## src/rtl/alu_req_arbiter.sv

```systemverilog
// Purpose: two-requester round-robin arbiter and sequencer for the shared ALU, with response return and watchdog.
// Latency: accept at T, ALU_EN at T+1, response valid at T+3 (registered ALU) or T+TIMEOUT+2 on timeout.
// Backpressure: one command in flight; REQn_READY is low while busy, RSPn_VALID holds until RSPn_READY.
module alu_req_arbiter #(
    parameter int DATA_WIDTH = 8,
    parameter int OUT_WIDTH  = 16,
    parameter int FUN_WIDTH  = 4,
    parameter int TIMEOUT    = 8
) (
    input  logic                  CLK,
    input  logic                  RST,

    input  logic                  REQ0_VALID,
    input  logic [DATA_WIDTH-1:0] REQ0_A,
    input  logic [DATA_WIDTH-1:0] REQ0_B,
    input  logic [FUN_WIDTH-1:0]  REQ0_FUN,
    output logic                  REQ0_READY,

    input  logic                  REQ1_VALID,
    input  logic [DATA_WIDTH-1:0] REQ1_A,
    input  logic [DATA_WIDTH-1:0] REQ1_B,
    input  logic [FUN_WIDTH-1:0]  REQ1_FUN,
    output logic                  REQ1_READY,

    output logic                  RSP0_VALID,
    input  logic                  RSP0_READY,
    output logic                  RSP1_VALID,
    input  logic                  RSP1_READY,
    output logic [OUT_WIDTH-1:0]  RSP_DATA,
    output logic                  RSP_ERR,

    output logic [DATA_WIDTH-1:0] ALU_A,
    output logic [DATA_WIDTH-1:0] ALU_B,
    output logic [FUN_WIDTH-1:0]  ALU_FUN,
    output logic                  ALU_EN,
    input  logic [OUT_WIDTH-1:0]  ALU_OUT,
    input  logic                  ALU_OUT_VALID,

    output logic                  BUSY
);

    localparam int CNT_W = $clog2(TIMEOUT + 1);

    typedef enum logic [1:0] {
        S_IDLE  = 2'd0,
        S_ISSUE = 2'd1,
        S_WAIT  = 2'd2,
        S_RESP  = 2'd3
    } state_t;

    state_t                r_state;
    logic                  r_last;
    logic                  r_owner;
    logic [CNT_W-1:0]      r_cnt;
    logic [DATA_WIDTH-1:0] r_alu_a;
    logic [DATA_WIDTH-1:0] r_alu_b;
    logic [FUN_WIDTH-1:0]  r_alu_fun;
    logic                  r_alu_en;
    logic [OUT_WIDTH-1:0]  r_rsp_data;
    logic                  r_rsp_err;
    logic                  r_rsp0_vld;
    logic                  r_rsp1_vld;
    logic                  r_busy;

    logic                  w_idle;
    logic                  w_winner;
    logic                  w_accept;
    logic                  w_rsp_take;
    logic [DATA_WIDTH-1:0] w_sel_a;
    logic [DATA_WIDTH-1:0] w_sel_b;
    logic [FUN_WIDTH-1:0]  w_sel_fun;

    assign w_idle   = (r_state == S_IDLE);
    assign w_accept = w_idle & (REQ0_VALID | REQ1_VALID);

    // Pick the winner: a lone requester wins outright, a tie goes to the one not served last.
    always_comb begin
        w_winner = 1'b0;
        if (REQ0_VALID && REQ1_VALID) begin
            w_winner = ~r_last;
        end else if (REQ1_VALID) begin
            w_winner = 1'b1;
        end
    end

    // Route the winning requester's command onto the latch inputs.
    always_comb begin
        w_sel_a   = REQ0_A;
        w_sel_b   = REQ0_B;
        w_sel_fun = REQ0_FUN;
        if (w_winner) begin
            w_sel_a   = REQ1_A;
            w_sel_b   = REQ1_B;
            w_sel_fun = REQ1_FUN;
        end
    end

    assign REQ0_READY = w_idle & REQ0_VALID & ~w_winner;
    assign REQ1_READY = w_idle & REQ1_VALID &  w_winner;

    // Only the owner's READY can close the response; the other port is ignored.
    assign w_rsp_take = r_owner ? RSP1_READY : RSP0_READY;

    // Sequencer: accept, issue one strobe, wait for the ALU or the watchdog, hold the response.
    always_ff @(posedge CLK or negedge RST) begin
        if (!RST) begin
            r_state    <= S_IDLE;
            r_last     <= 1'b1;
            r_owner    <= 1'b0;
            r_cnt      <= '0;
            r_alu_a    <= '0;
            r_alu_b    <= '0;
            r_alu_fun  <= '0;
            r_alu_en   <= 1'b0;
            r_rsp_data <= '0;
            r_rsp_err  <= 1'b0;
            r_rsp0_vld <= 1'b0;
            r_rsp1_vld <= 1'b0;
            r_busy     <= 1'b0;
        end else begin
            case (r_state)
                S_IDLE: begin
                    if (w_accept) begin
                        r_alu_a   <= w_sel_a;
                        r_alu_b   <= w_sel_b;
                        r_alu_fun <= w_sel_fun;
                        r_owner   <= w_winner;
                        r_last    <= w_winner;
                        r_alu_en  <= 1'b1;
                        r_busy    <= 1'b1;
                        r_state   <= S_ISSUE;
                    end
                end
                S_ISSUE: begin
                    r_alu_en <= 1'b0;
                    r_cnt    <= '0;
                    r_state  <= S_WAIT;
                end
                S_WAIT: begin
                    if (ALU_OUT_VALID) begin
                        r_rsp_data <= ALU_OUT;
                        r_rsp_err  <= 1'b0;
                        r_rsp0_vld <= ~r_owner;
                        r_rsp1_vld <=  r_owner;
                        r_state    <= S_RESP;
                    end else if (r_cnt == CNT_W'(TIMEOUT - 1)) begin
                        // The ALU never answered: return an error so the owner is not stuck.
                        r_rsp_data <= '0;
                        r_rsp_err  <= 1'b1;
                        r_rsp0_vld <= ~r_owner;
                        r_rsp1_vld <=  r_owner;
                        r_state    <= S_RESP;
                    end else begin
                        r_cnt <= r_cnt + 1'b1;
                    end
                end
                S_RESP: begin
                    if (w_rsp_take) begin
                        r_rsp0_vld <= 1'b0;
                        r_rsp1_vld <= 1'b0;
                        r_busy     <= 1'b0;
                        r_state    <= S_IDLE;
                    end
                end
                default: begin
                    r_state <= S_IDLE;
                end
            endcase
        end
    end

    assign ALU_A      = r_alu_a;
    assign ALU_B      = r_alu_b;
    assign ALU_FUN    = r_alu_fun;
    assign ALU_EN     = r_alu_en;
    assign RSP_DATA   = r_rsp_data;
    assign RSP_ERR    = r_rsp_err;
    assign RSP0_VALID = r_rsp0_vld;
    assign RSP1_VALID = r_rsp1_vld;
    assign BUSY       = r_busy;

endmodule
```

## config.mk

```make
export PLATFORM = sky130hd
export DESIGN_NAME = alu_req_arbiter
export DESIGN_NICKNAME = d
export VERILOG_FILES = /design/src/rtl/alu_req_arbiter.sv
export SDC_FILE = /design/constraint.sdc
export NUM_CORES = 1
export LEC_CHECK = 0
export CELL_PAD_IN_SITES_DETAIL_PLACEMENT = 0
export CELL_PAD_IN_SITES_GLOBAL_PLACEMENT = 1
export CORE_ASPECT_RATIO = 1.1
export CORE_MARGIN = 4
export CORE_UTILIZATION = 33
export CTS_CLUSTER_DIAMETER = 100
export CTS_CLUSTER_SIZE = 14
export DETAILED_ROUTE_END_ITERATION = 10
export PLACE_DENSITY_LB_ADDON = 0.08
export SLEW_MARGIN = 20
export SYNTH_ARGS = -nofsm -noshare
export SYNTH_HDL_FRONTEND = slang
export SYNTH_SLANG_ARGS = --single-unit
export TNS_END_PERCENT = 10
```

## constraint.sdc

```tcl
create_clock -name CLK -period 2.8 [get_ports CLK]
set_input_delay 0.42 -clock CLK [delete_from_list [all_inputs] [get_ports CLK]]
set_output_delay 0.42 -clock CLK [all_outputs]
set_load 0.02 [all_outputs]
```

## Word level (Yosys, flattened, before mapping)

Index checks and enable logic that the tools add are counted.

| word-level totals | value |
|---|---|
| bits of input ports | 63 |
| flip-flop bits (word level) | 49 |
| output and inout bits | 43 |

| operators by class | value |
|---|---|
| equal/unequal tests | 9 |
| reductions and logical operators | 14 |
| bitwise logic cells | 9 |
| muxes and demuxes | 28 |
| add/sub/neg operators | 1 |

Operator list:

| operator | number |
|---|---|
| $mux 16 | 2 |
| $mux 8 | 2 |
| $mux 4 | 3 |
| $reduce_and 3->1 | 4 |
| $mux 1 | 11 |
| $reduce_bool 2->1 | 5 |
| $mux 2 | 4 |
| $pmux 1 s2 | 4 |
| $pmux 2 s4 | 1 |
| $pmux 4 s2 | 1 |
| $ne 2x2->1 const B | 3 |
| $reduce_and 2->1 | 3 |
| $and 1x1->1 | 5 |
| $add 4x1->4 const B | 1 |
| $eq 2x2->1 const B | 2 |
| $eq 4x3->1 const B | 1 |
| $ne 3x3->1 const B | 1 |
| $not 1->1 | 3 |
| $eq 2x1->1 const B | 1 |
| $logic_not 2->1 | 1 |
| $ne 2x1->1 const B | 1 |
| $logic_and 1x1->1 | 1 |
| $or 1x1->1 | 1 |

## Logic depth before layout (Yosys ltp)

| logic depth | value |
|---|---|
| depth after elaboration | 4 |
| depth in mapped cells | 7 |
| gate-level depth less buffers | 5 |

## Worst setup path before layout

OpenSTA, ideal clock, no wires.

| timing | value |
|---|---|
| path type | register -> register |
| from | reg r_state[0] |
| to | reg r_rsp_data[10] (netlist: RSP_DATA[10]) |
| arrival | 1.466 ns |
| data required time | 2.679 ns |
| slack | 1.213 ns |
| period minus slack after synthesis | 1.587 ns |
| buffers on the path | 3 |
| stages on the path, launching flop included | 8 |
| cells stage by stage | dfrtp_1 > inv_1 > ha_1 > buf_2 > and2_1 > buf_2 > buf_2 > a22o_2 |

| between the ends | value |
|---|---|
| cells in the longest elaborated chain, start to end | 2 |

RTL lines:

| item | line | RTL |
|---|---|---|
| start: declaration | 51 | `state_t r_state;` |
| start signal: assignment | 107 | `r_state <= S_IDLE;` |
| start signal: assignment | 131 | `r_state <= S_ISSUE;` |
| start signal: assignment | 137 | `r_state <= S_WAIT;` |
| $eq 2x2->1 | 121 | `case (r_state)` |
| $reduce_and 2->1 (no source line) | n/a |  |
| end signal: assignment | 115 | `r_rsp_data <= '0;` |
| end signal: assignment | 141 | `r_rsp_data <= ALU_OUT;` |
| end signal: assignment | 148 | `r_rsp_data <= '0;` |
| end: declaration | 59 | `logic [OUT_WIDTH-1:0] r_rsp_data;` |

Every way passes these cells.
A chain may end at the register's enable or synchronous reset.

## Final worst setup path

| timing | value |
|---|---|
| from | reg r_state[1] |
| to | out REQ1_READY |

| between the ends | value |
|---|---|
| cells in the longest elaborated chain, start to end | 3 |

RTL lines:

| item | line | RTL |
|---|---|---|
| $logic_not 2->1 | 73 | `assign w_idle = (r_state == S_IDLE);` |
| $and 1x1->1 (2 in series) | 99 | `assign REQ1_READY = w_idle & REQ1_VALID & w_winner;` |
| end: declaration | 23 | `output logic REQ1_READY,` |

Every way passes these cells.

==> impl_metrics.py <==
metrics = {
    "route": {
        "postRouteAntennaNets": 0,
        "drc_errors": 0,
        "drt_pass1_iterations": 4,
        "vias": 1839,
        "wl_mm": 5.63,
        "first_iter_violations": 54,
        "avgViaCountPerCell": 4.78,
        "wire_per_inst_um": 14.6,
    },
    "floorplanning": {
        "die_h_um": 94.7,
        "die_w_um": 86.8,
        "dieArea_um2": 8220,
        "initial_core_util_pct": 34.2,
        "num_rows": 31,
        "coreArea_um2": 6590,
        "ioPinCount": 106,
    },
    "worst_setup_path": {
        "cp_slowest_cell": "clkdlybuf4s50_1",
        "reg2reg_slack_ns": 0.96,
        "crit_arrival_ns": 2.00,
        "startpoint_type": "flop",
        "path_class": "reg2out",
        "end_kind": "output port",
        "crit_fanout": 7,
        "reg2reg_depth": 4,
        "cp.required_ns": 2.38,
        "max_stage_delay_ns": 0.63,
        "worstReg2RegStart": "r_state[0]",
        "crit_chain": "inv_1 -> ha_1 -> and2_1 -> clkdlybuf4s50_1",
        "r2r_end": "RSP_DATA[4]",
    },
    "pwr": {
        "switching_share_pct": 38.3,
        "comb_power_share_pct": 51.5,
        "p_int_mw": 2.21,
        "p_leak_nw": 1.51,
        "switchingPower_mw": 1.37,
        "power_frac_clock_pct": 14.4,
        "p_seq_share_pct": 34.1,
        "peakVddDrop_uv": 451,
        "p_per_area_nw_per_um2": 1030,
    },
    "logic_synthesis": {
        "syn_area_um2": 2250,
        "yosysSeqAreaShare_pct": 54.5,
        "synth-seq-cells": 49,
        "synth_top_cells_by_area": "dfrtp_1 53%, mux2i_1 9.8%, a22o_2 4.0%",
        "synth_top_area_share_pct": 53.3,
        "synth_warnings": 0,
        "async_flop_share_pct": 100,
        "yosys.area.top_type": "dfrtp_1",
        "synth_cell_types": 39,
        "synth_edf_count": 0,
        "synth_cells": 199,
        "avgSynthCellArea_um2": 11.3,
        "ys_dominant_reg_cell": "dfrtp_1",
        "syn_nets": 267,
    },
    "timing": {
        "fmax_mhz": 412,
        "rsz0062_at_grt": "no",
        "finalCritPeriodShare_pct": 86.6,
        "finalCriticalPeriod_ns": 2.42,
        "slew_violations": 0,
        "tightestPinTransition_ns": 0.680,
        "clock_skew_ns": 0.0138,
        "worst_slack_ns": 0.375,
        "final.setup.tns_ns": 0,
        "slew_headroom_pct": 54.7,
        "finalHoldViolations": 0,
        "setup_viol_count_final": 0,
    },
    "global_route": {
        "grt_overflow_total": 0,
        "antenna_found_initial": 0,
        "grt_pass1_vias": 1812,
        "grt_pass1_wl_mm": 8.96,
        "grt_max_degree": 36,
        "grt_use_total_pct": 13.9,
    },
    "clock_tree": {
        "cts_tree": "done",
        "cts_resized": 0,
        "postCtsHoldBufs": 0,
        "clk_path_buf_depth": 2,
        "post_cts_buffers": 0,
        "clockRootBuffer": "clkbuf_8",
        "clk_latency_ns": 0.30,
        "cts_inserted_buffers": 5,
        "htree_levels": 2,
        "cts.sinks": 49,
        "clkTransAtPathRegs_ns": 0.09,
    },
    "finish": {
        "fillCellCount": 618,
        "antenna_cells": 0,
        "final_common_cell": "clkdlybuf4s50_1",
        "areaGrowthSynthToFinish_pct": 54.5,
        "layout_common_cells": "104 x clkdlybuf4s50_1, 48 x dfrtp_1, 24 x nand2_1",
        "drive_above_1_share_pct": 8.25,
        "fin_nets": 370,
    },
    "placed_design": {
        "dp_hpwl_mm": 4.22,
        "post-place-ws_ns": 0.386,
        "gp_congestion": 0.812,
        "io_buffer_count": 105,
    },
    "status": {
        "status": "completed",
    },
    "run": {
        "maxCapViolations": 0,
    },
    "worst_hold_path": {
        "hold_path_class": "in2async",
    },
}
[layout make-up]
cell class              instances  area [µm²]  area share [%]
inverters                       8        30.0           0.862
multi-input cells             130         928            26.7
repair buffers                108        1080            31.0
clock buffers                   5        68.8            1.98
flip-flops and latches         49        1230            35.2
clock inverters                 3        43.8            1.26
well taps                      82         103            2.95
[cells in the mapped netlist, drive strengths merged (3+ instances only)]
master	number
a21oi	3
buf	8
a22o	16
inv	8
nor2b	4
clkbuf	4
nand3	3
ha	5
dfrtp	48
o21ai	23
o211ai	3
and2	3
nand2	24
mux2i	22
[through the flow]
stage	total power [mW]	hold WS [ns]	cells	util (%)	area, µm²
floorplan	2.23	0.124	199	-	2250
global placement	3.08	0.354	377	51.1	3370
detailed placement	3.10	0.351	377	51.1	3370
CTS	3.62	0.0162	385	52.8	3480
global route	3.83	0.0200	385	52.8	3480
finish	3.58	0.00536	385	52.8	3480
[worst max path at each step]
| stage | start | endpoint | slack, ns | cells after the start |
|---|---|---|---|---|
| 6_report | r_state[1] | REQ1_READY | 0.38 | 4 |
| 5_1_grt | r_state[0] | REQ1_READY | 0.28 | 4 |
| 4_1_cts | r_state[1] | REQ1_READY | 0.35 | 4 |
| 3_5_place_dp | REQ1_VALID | REQ1_READY | 0.39 | 4 |
| 3_3_place_gp | REQ1_VALID | REQ1_READY | 0.39 | 4 |
| 2_1_floorplan | r_state[0] | RSP_DATA[10] | 1.21 | 7 |
[state kept, by name, summed over array words and instances (netlist names), 2 cells and up]
register / flops
RSP_DATA: 16
ALU_A: 8
ALU_B: 8
ALU_FUN: 4
r_cnt: 4
r_state: 2
[routing by layer]
layer  vias to the layer above  global-route usage [%]  wire [µm]
met4                         0                    4.55         99
met1                       848                    17.6       2320
met2                        67                    22.1       2710
met5                         -                       0          0
li1                        917                       -          -
met3                         7                    4.80        509
[critical path: cells and delay by family, from the launching register on]
kind,cells,cell delay [ns]
buffers and inverters,2,0.76
flip-flops,1,0.43
adder cells (fa/ha/maj),1,0.33
AND/OR/NAND/NOR,1,0.20
[power by group through the flow]
stage / Sequential [mW] / Combinational, mW / Clock (mW)
floorplan: 1.55 / 0.677 / 0
global placement: 1.22 / 1.86 / 0
detailed placement: 1.23 / 1.87 / 0
CTS: 1.22 / 1.87 / 0.529
global route: 1.27 / 2.01 / 0.558
finish: 1.22 / 1.84 / 0.515
[cells by family after synthesis]
family | Yosys count | share of synthesized area [%]
mux | 22 | 9.77
compound gates | 60 | 19.4
buf+inv | 20 | 4.50
fa+ha+maj | 5 | 2.78
simple gates | 43 | 9.05
flops | 49 | 54.5
No activity file was read; power rests on OpenSTA's default activity.
